File: src/rtl/spatial_filter_pkg.sv
// -----------------------------------------------------------------------------
// spatial_filter_pkg
// Shared types and constants for the spatial filter frame sequencer:
//   - seq_state_t      : frame sequencer FSM states
//   - NUM_LINE_BUFFERS : physical line buffers in the 3x3 window datapath
//   - WINDOW_LINES     : lines needed before one window row can be emitted
//   - cnt_width()      : bit width needed to hold 0..max_val
//   - FULL_W           : width of the buffer-occupancy counter
// -----------------------------------------------------------------------------
package spatial_filter_pkg;

  function automatic int unsigned cnt_width(input int unsigned max_val);
    return (max_val < 2) ? 1 : $clog2(max_val + 1);
  endfunction

  localparam int unsigned NUM_LINE_BUFFERS = 4;
  localparam int unsigned WINDOW_LINES     = 3;
  localparam int unsigned FULL_W           = cnt_width(NUM_LINE_BUFFERS);

  typedef enum logic [2:0] {
    SEQ_IDLE,
    SEQ_FILL,
    SEQ_ISSUE,
    SEQ_WAIT,
    SEQ_DONE
  } seq_state_t;

endpackage

File: src/rtl/spatial_filter_line_occupancy.sv
// -----------------------------------------------------------------------------
// spatial_filter_line_occupancy
// Tracks write progress into the line buffers and how many completed lines
// are still held (not yet released by a finished output row).
// Optional macro: SPATIAL_FILTER_SEQ_ERR_CHECK_EN adds o_underflow.
// Ports:
//   clk, reset         : clock, synchronous active-high reset
//   i_clear            : clear all counters (start of a new frame)
//   i_active           : sequencer is in a pixel-accepting state
//   i_pixel_valid      : upstream pixel available
//   i_rd_release       : one output row finished, free one line buffer
//   o_pixel_ready      : pixel accepted this cycle (combinational)
//   o_wr_valid         : pixel valid & ready
//   o_full_lines       : current occupancy
//   o_full_lines_next  : occupancy after this cycle's updates
//   o_underflow        : release requested with no held line (optional)
// -----------------------------------------------------------------------------
module spatial_filter_line_occupancy
  import spatial_filter_pkg::*;
#(
  parameter int unsigned IMAGE_WIDTH  = 512,
  parameter int unsigned IMAGE_HEIGHT = 512
) (
  input  logic              clk,
  input  logic              reset,
  input  logic              i_clear,
  input  logic              i_active,
  input  logic              i_pixel_valid,
  input  logic              i_rd_release,
  output logic              o_pixel_ready,
  output logic              o_wr_valid,
  output logic [FULL_W-1:0] o_full_lines,
  output logic [FULL_W-1:0] o_full_lines_next
`ifdef SPATIAL_FILTER_SEQ_ERR_CHECK_EN
  ,
  output logic              o_underflow
`endif
);

  localparam int unsigned PIX_W   = cnt_width(IMAGE_WIDTH - 1);
  localparam int unsigned LINES_W = cnt_width(IMAGE_HEIGHT);

  logic [PIX_W-1:0]   wr_pix_ctr_q, wr_pix_ctr_d;
  logic [LINES_W-1:0] lines_written_q, lines_written_d;
  logic [FULL_W-1:0]  full_lines_q, full_lines_d;
  logic               line_complete;

  assign o_pixel_ready = i_active
                      && (lines_written_q < LINES_W'(IMAGE_HEIGHT))
                      && (full_lines_q < FULL_W'(NUM_LINE_BUFFERS));
  assign o_wr_valid    = i_pixel_valid && o_pixel_ready;
  assign line_complete = o_wr_valid && (wr_pix_ctr_q == PIX_W'(IMAGE_WIDTH - 1));

  always_comb begin
    wr_pix_ctr_d    = wr_pix_ctr_q;
    lines_written_d = lines_written_q;
    full_lines_d    = full_lines_q;
`ifdef SPATIAL_FILTER_SEQ_ERR_CHECK_EN
    o_underflow     = 1'b0;
`endif
    if (i_clear) begin
      wr_pix_ctr_d    = '0;
      lines_written_d = '0;
      full_lines_d    = '0;
    end else begin
      if (o_wr_valid) begin
        if (line_complete) begin
          wr_pix_ctr_d    = '0;
          lines_written_d = lines_written_q + LINES_W'(1);
        end else begin
          wr_pix_ctr_d = wr_pix_ctr_q + PIX_W'(1);
        end
      end
      // A line landing in the same cycle a row is released nets to zero.
      case ({line_complete, i_rd_release})
        2'b10: full_lines_d = full_lines_q + FULL_W'(1);
        2'b01: begin
          if (full_lines_q != '0) full_lines_d = full_lines_q - FULL_W'(1);
`ifdef SPATIAL_FILTER_SEQ_ERR_CHECK_EN
          else o_underflow = 1'b1;
`endif
        end
        default: ;
      endcase
    end
  end

  always_ff @(posedge clk) begin
    if (reset) begin
      wr_pix_ctr_q    <= '0;
      lines_written_q <= '0;
      full_lines_q    <= '0;
    end else begin
      wr_pix_ctr_q    <= wr_pix_ctr_d;
      lines_written_q <= lines_written_d;
      full_lines_q    <= full_lines_d;
    end
  end

  assign o_full_lines      = full_lines_q;
  assign o_full_lines_next = full_lines_d;

endmodule

File: src/rtl/spatial_filter_frame_sequencer.sv
// -----------------------------------------------------------------------------
// spatial_filter_frame_sequencer
// Frame-level controller for the 4-line-buffer 3x3 window datapath. Admits
// pixels under backpressure, requests one window row at a time once three
// lines are buffered, and ends the frame after IMAGE_HEIGHT-2 rows.
// Optional macro: SPATIAL_FILTER_SEQ_ERR_CHECK_EN adds sticky o_err[2:0]
//   bit0 stray i_line_rd_done, bit1 i_start while busy, bit2 occupancy underflow.
// Ports:
//   clk, reset      : clock, synchronous active-high reset
//   i_start         : frame start pulse (honoured only when idle)
//   i_pixel_valid   : upstream pixel available
//   o_pixel_ready   : pixel accepted this cycle
//   o_wr_valid      : datapath pixel-valid
//   o_rd_start      : request one IMAGE_WIDTH-pixel window row
//   i_line_rd_done  : requested row finished
//   o_busy          : frame in progress
//   o_frame_done    : end-of-frame pulse
//   o_rows_out      : completed output rows this frame
// -----------------------------------------------------------------------------
module spatial_filter_frame_sequencer
  import spatial_filter_pkg::*;
#(
  parameter int unsigned IMAGE_WIDTH      = 512,
  parameter int unsigned IMAGE_HEIGHT     = 512,
  parameter int unsigned NUM_LINE_BUFFERS = 4
) (
  input  logic                            clk,
  input  logic                            reset,
  input  logic                            i_start,
  input  logic                            i_pixel_valid,
  output logic                            o_pixel_ready,
  output logic                            o_wr_valid,
  output logic                            o_rd_start,
  input  logic                            i_line_rd_done,
  output logic                            o_busy,
  output logic                            o_frame_done,
  output logic [$clog2(IMAGE_HEIGHT)-1:0] o_rows_out
`ifdef SPATIAL_FILTER_SEQ_ERR_CHECK_EN
  ,
  output logic [2:0]                      o_err
`endif
);

  localparam int unsigned ROWS_W = $clog2(IMAGE_HEIGHT);

  if (NUM_LINE_BUFFERS != spatial_filter_pkg::NUM_LINE_BUFFERS) begin : g_bad_buffers
    $error("spatial_filter_frame_sequencer: NUM_LINE_BUFFERS must be 4");
  end
  if (IMAGE_HEIGHT < 3) begin : g_bad_height
    $error("spatial_filter_frame_sequencer: IMAGE_HEIGHT must be >= 3");
  end

  seq_state_t        state_q, state_d;
  logic [ROWS_W-1:0] rows_out_q, rows_out_d;
  logic              start_accept;
  logic              rd_release;
  logic              occ_active;
  logic [FULL_W-1:0] full_lines;
  logic [FULL_W-1:0] full_lines_next;

  assign start_accept = (state_q == SEQ_IDLE) && i_start;
  assign rd_release   = (state_q == SEQ_WAIT) && i_line_rd_done;
  assign occ_active   = (state_q != SEQ_IDLE) && (state_q != SEQ_DONE);

`ifdef SPATIAL_FILTER_SEQ_ERR_CHECK_EN
  logic       underflow;
  logic [2:0] err_q, err_d;
`endif

  spatial_filter_line_occupancy #(
    .IMAGE_WIDTH  (IMAGE_WIDTH),
    .IMAGE_HEIGHT (IMAGE_HEIGHT)
  ) u_occupancy (
    .clk               (clk),
    .reset             (reset),
    .i_clear           (start_accept),
    .i_active          (occ_active),
    .i_pixel_valid     (i_pixel_valid),
    .i_rd_release      (rd_release),
    .o_pixel_ready     (o_pixel_ready),
    .o_wr_valid        (o_wr_valid),
    .o_full_lines      (full_lines),
    .o_full_lines_next (full_lines_next)
`ifdef SPATIAL_FILTER_SEQ_ERR_CHECK_EN
    ,
    .o_underflow       (underflow)
`endif
  );

  always_comb begin
    state_d      = state_q;
    rows_out_d   = rows_out_q;
    o_rd_start   = 1'b0;
    o_frame_done = 1'b0;
    o_busy       = 1'b0;
    if (start_accept) rows_out_d = '0;
    if (rd_release)   rows_out_d = rows_out_q + ROWS_W'(1);
    case (state_q)
      SEQ_IDLE: begin
        if (i_start) state_d = SEQ_FILL;
      end
      SEQ_FILL: begin
        o_busy = 1'b1;
        if (full_lines >= FULL_W'(WINDOW_LINES)) state_d = SEQ_ISSUE;
      end
      SEQ_ISSUE: begin
        o_busy     = 1'b1;
        o_rd_start = 1'b1;
        state_d    = SEQ_WAIT;
      end
      SEQ_WAIT: begin
        o_busy = 1'b1;
        if (i_line_rd_done) begin
          // rows_out_q + 1 == IMAGE_HEIGHT - 2, written without the carry bit
          if (rows_out_q == ROWS_W'(IMAGE_HEIGHT - 3))             state_d = SEQ_DONE;
          else if (full_lines_next >= FULL_W'(WINDOW_LINES))       state_d = SEQ_ISSUE;
          else                                                     state_d = SEQ_FILL;
        end
      end
      SEQ_DONE: begin
        o_frame_done = 1'b1;
        state_d      = SEQ_IDLE;
      end
      default: state_d = SEQ_IDLE;
    endcase
  end

  always_ff @(posedge clk) begin
    if (reset) begin
      state_q    <= SEQ_IDLE;
      rows_out_q <= '0;
    end else begin
      state_q    <= state_d;
      rows_out_q <= rows_out_d;
    end
  end

  assign o_rows_out = rows_out_q;

`ifdef SPATIAL_FILTER_SEQ_ERR_CHECK_EN
  always_comb begin
    err_d    = start_accept ? '0 : err_q;
    err_d[0] = err_d[0] | (i_line_rd_done && (state_q != SEQ_WAIT));
    err_d[1] = err_d[1] | (i_start && o_busy);
    err_d[2] = err_d[2] | underflow;
  end

  always_ff @(posedge clk) begin
    if (reset) err_q <= '0;
    else       err_q <= err_d;
  end

  assign o_err = err_q;
`endif

endmodule

File: config.mk
export PLATFORM = sky130hd
export DESIGN_NAME = spatial_filter_frame_sequencer
export DESIGN_NICKNAME = d
export VERILOG_FILES = /design/src/rtl/spatial_filter_pkg.sv /design/src/rtl/spatial_filter_line_occupancy.sv /design/src/rtl/spatial_filter_frame_sequencer.sv
export SDC_FILE = /design/constraint.sdc
export NUM_CORES = 1
export LEC_CHECK = 0
export ABC_AREA = 1
export CORE_ASPECT_RATIO = 1.1
export CORE_MARGIN = 2
export CORE_UTILIZATION = 30
export CTS_CLUSTER_DIAMETER = 60
export DETAILED_ROUTE_END_ITERATION = 8
export GPL_ROUTABILITY_DRIVEN = 1
export GPL_TIMING_DRIVEN = 0
export HOLD_SLACK_MARGIN = 0.12
export MAX_ROUTING_LAYER = met4
export PLACE_DENSITY = 0.58
export SYNTH_ARGS = -nofsm -noshare
export SYNTH_HDL_FRONTEND = slang
export SYNTH_SLANG_ARGS = --single-unit
File: constraint.sdc
create_clock -name clk -period 2.9 [get_ports clk]
set_input_delay 0.29 -clock clk [delete_from_list [all_inputs] [get_ports clk]]
set_output_delay 0.29 -clock clk [all_outputs]
set_load 0.005 [all_outputs]
==> results.cfg <==
[run_status]
run_status = complete, no violations

[critical_path]
slowest_delay_ns = 0.37
crit_required_ns = 3.12
cp_cell_sequence = ha_1 > nand2_1 > nor3_2 > inv_1 > nor3_2 > ha_2 > inv_1 > nor2_4 > ha_4 > a21oi_1 > nand2_1 > nand2_1 > nand3_1 > nand2_1 > nand2_1 > nand2_1 > nand2_1 > a21oi_1
startpoint_type = flop
cp_max_fo = 5
path_class = flop to flop
cp.arrival_ns = 2.87
crit_start = u_occupancy.wr_pix_ctr_q[0]$_SDFFE_PP0P_
slowest_stage = dfxtp_1
endpoint_kind = flop
r2r-start = u_occupancy.wr_pix_ctr_q[0]$_SDFFE_PP0P_
path_common_cell = nand2_1
reg2reg_slack_ns = 0.25

[clocking]
clkTransAtPathRegs_ns = 0.07
cts_tree = built
cts_max_level = 2
cts_sinks = 34
cts_made_buffers = 5
clock_latency_ns = 0.29
clockBufferDepth = 2
cts-root-buf = clkbuf_8
cts_hold_buf = 0

[floorplanning]
pin_count = 19
die-area_um2 = 6830
die_h_um = 86.5
design.core.area_um2 = 6080
start_util_pct = 30.5
dieWidth_um = 79.0
row_count = 30

[synth]
ys_seq_elements = 34
synth_xor_area_share_pct = 2.36
synthCells = 247
synth_compound_area_share_pct = 12.2
synth_enable_flop_cells = 0
syn_area_per_cell_um2 = 7.51
ys_async_sr_fraction_pct = 0
yosysWarnings = 0
syn-num-nets = 263
netlist_area_um2 = 1850
synth_top_family_by_area = simple AND/OR/NAND/NOR gates
synth_adder_area_share_pct = 7.42
synth-simple-area-share_pct = 33.9
synth_ff_type = dfxtp_1
synthMuxAreaShare_pct = 0
ys_seq_area_share_pct = 36.7
yosysUniqueCellTypes = 32

[cells_and_area]
final_area_um2 = 2250
seq_area_um2 = 681
antennaDiodeCount = 0
area_growth_syn_to_layout_pct = 21.5
final_nets = 288
fillers = 647
drive_gt1_share_pct = 11.7
final_common_cell = nand2_1
final_cell_mix = 49 x nand2_1, 34 x dfxtp_1, 31 x inv_1
fin_util_pct = 37.0
multiInputGateArea_um2 = 1060

[sta]
finClkSkew_ns = 0.00454
hold_viol_final = 0
timing.final.crit_share_pct = 91.4
setup_violations = 0
fmax_mhz = 377
finalWorstSetupSlack_ns = 0.249
maxSlewHeadroom_pct = 70.3
finalMaxSlewViolations = 0
finalSetupTns_ns = 0
fin_crit_ns = 2.65
worst_slew_pin_slew_ns = 0.446

[routing]
viasPerCell = 4.54
wl_per_cell_um = 11.2
drt_iter0_drc = 101
ant_nets = 0
via_count = 1603
dr.pass1.iters = 4
detail_route.drc_violations = 0
routed_wl_um = 3960

[power_and_ir_drop]
p_leak_nw = 0.876
p_sw_share_pct = 34.3
power.sequential.fraction_pct = 40.8
switchingPower_mw = 0.429
internal_power_mw = 0.822
combPwrFrac_pct = 29.5
vdd_drop_max_uv = 272
clockPowerShare_pct = 29.7
p_per_area_nw_per_um2 = 556

[min_path]
hp-start = reset
hold_path.class = primary input to flop

[place]
preCtsSetupSlack_ns = 0.0842
gp_congestion = 0.810
dp_hpwl_um = 2930
dpl_cell_area_um2 = 2120
io_buffers = 17

[global_routing]
grt_pass1_vias = 1461
grt_pass1_wl_um = 6670
gr-total-overflow = 0
grt_usage_pct = 12.6
grt_max_degree = 12
antenna_found_initial = 0

[job]
maxCapViolCount = 0
## state kept, by name, summed over array words and instances, names as in the netlist
name	count
o_rows_out	9
u_occupancy.wr_pix_ctr_q	9
state_q	3
u_occupancy.lines_written_q	10
u_occupancy.o_full_lines	3
## per-layer routing
layer	GRT usage (%)	vias up	routed length (um)
met5	-	-	0
li1	-	863	-
met2	20.0	21	1900
met4	5.96	0	62
met3	2.71	5	109
met1	15.2	714	1890
## worst max-delay path, delay by kind of cell, from the launching register on
family | cells | cell delay [ns]
buffers and inverters | 2 | 0.21
adder cells (fa/ha/maj) | 3 | 0.70
flip-flops | 1 | 0.37
AND/OR/NAND/NOR | 11 | 1.05
AO/OA/AOI/OAI | 2 | 0.24
## cell families (layout without fill, tap and decap cells)
logic type,Yosys count,in the layout
buf+inv,34,60
simple gates,122,122
fa+ha+maj,11,11
xor+xnor,5,5
flops,34,34
compound gates,41,41
## cell usage after synthesis (2+ instances only)
| cell type | count | area, um^2 |
|---|---|---|
| nor3_1 | 11 | 55.1 |
| xor2_1 | 3 | 26.3 |
| o21ai_0 | 9 | 45.0 |
| nand3_1 | 19 | 95.1 |
| nand4_1 | 2 | 12.5 |
| nor2_1 | 20 | 75.1 |
| inv_1 | 31 | 116 |
| ha_1 | 11 | 138 |
| xnor2_1 | 2 | 17.5 |
| nand2_1 | 49 | 184 |
| nand2_4 | 2 | 22.5 |
| nor2_4 | 3 | 33.8 |
| nor3b_2 | 2 | 25.0 |
| nor4_1 | 2 | 12.5 |
| a21oi_1 | 23 | 115 |
| nor2_2 | 6 | 37.5 |
| a211oi_1 | 4 | 30.0 |
| dfxtp_1 | 34 | 681 |
## timing repair
| item | in CTS | in global routing |
|---|---|---|
| hold endpoints to repair | 0 | 0 |
| resized for setup | 0 | 4 |
| setup buffers | 0 | 1 |
| endpoints found under the setup margin | 0 | 2 |
## path summary, 6_finish.rpt
| check | endpoint | cells past startpoint |
|---|---|---|
| setup / recovery | state_q[1]$_SDFFE_PP0P_ | 18 |
| hold / removal | o_rows_out[1]$_SDFFE_PP0P_ | 2 |
| setup reg to reg | state_q[1]$_SDFFE_PP0P_ | 18 |
| hold reg to reg | u_occupancy.wr_pix_ctr_q[8]$_SDFFE_PP0P_ | 2 |
## layout make-up
| class | instances | share of cell area, % |
|---|---|---|
| flip-flops and latches | 34 | 30.2 |
| clock inverters | 2 | 0.556 |
| multi-input cells | 179 | 47.2 |
| well taps | 80 | 4.44 |
| inverters | 32 | 5.67 |
| clock buffers | 6 | 3.67 |
| repair buffers | 18 | 7.89 |
| plain buffers | 2 | 0.389 |
## per-stage QoR
step	hold slack [ns]	instances	power [mW]
final	0.390	353	1.25
after detailed placement	0.472	344	0.894
after global routing	0.401	353	1.34
after global placement	0.461	344	0.891
after floorplan	0.444	247	0.759
after CTS	0.388	352	1.27
## power by group through the flow
stage	Combinational [mW]	Clock (mW)	Sequential, mW
2_1_floorplan	0.242	0	0.517
4_1_cts	0.373	0.391	0.510
3_3_place_gp	0.369	0	0.522
5_1_grt	0.415	0.405	0.515
3_5_place_dp	0.372	0	0.521
6_report	0.369	0.372	0.511
Note: power is estimated with default switching activity, not from simulation.
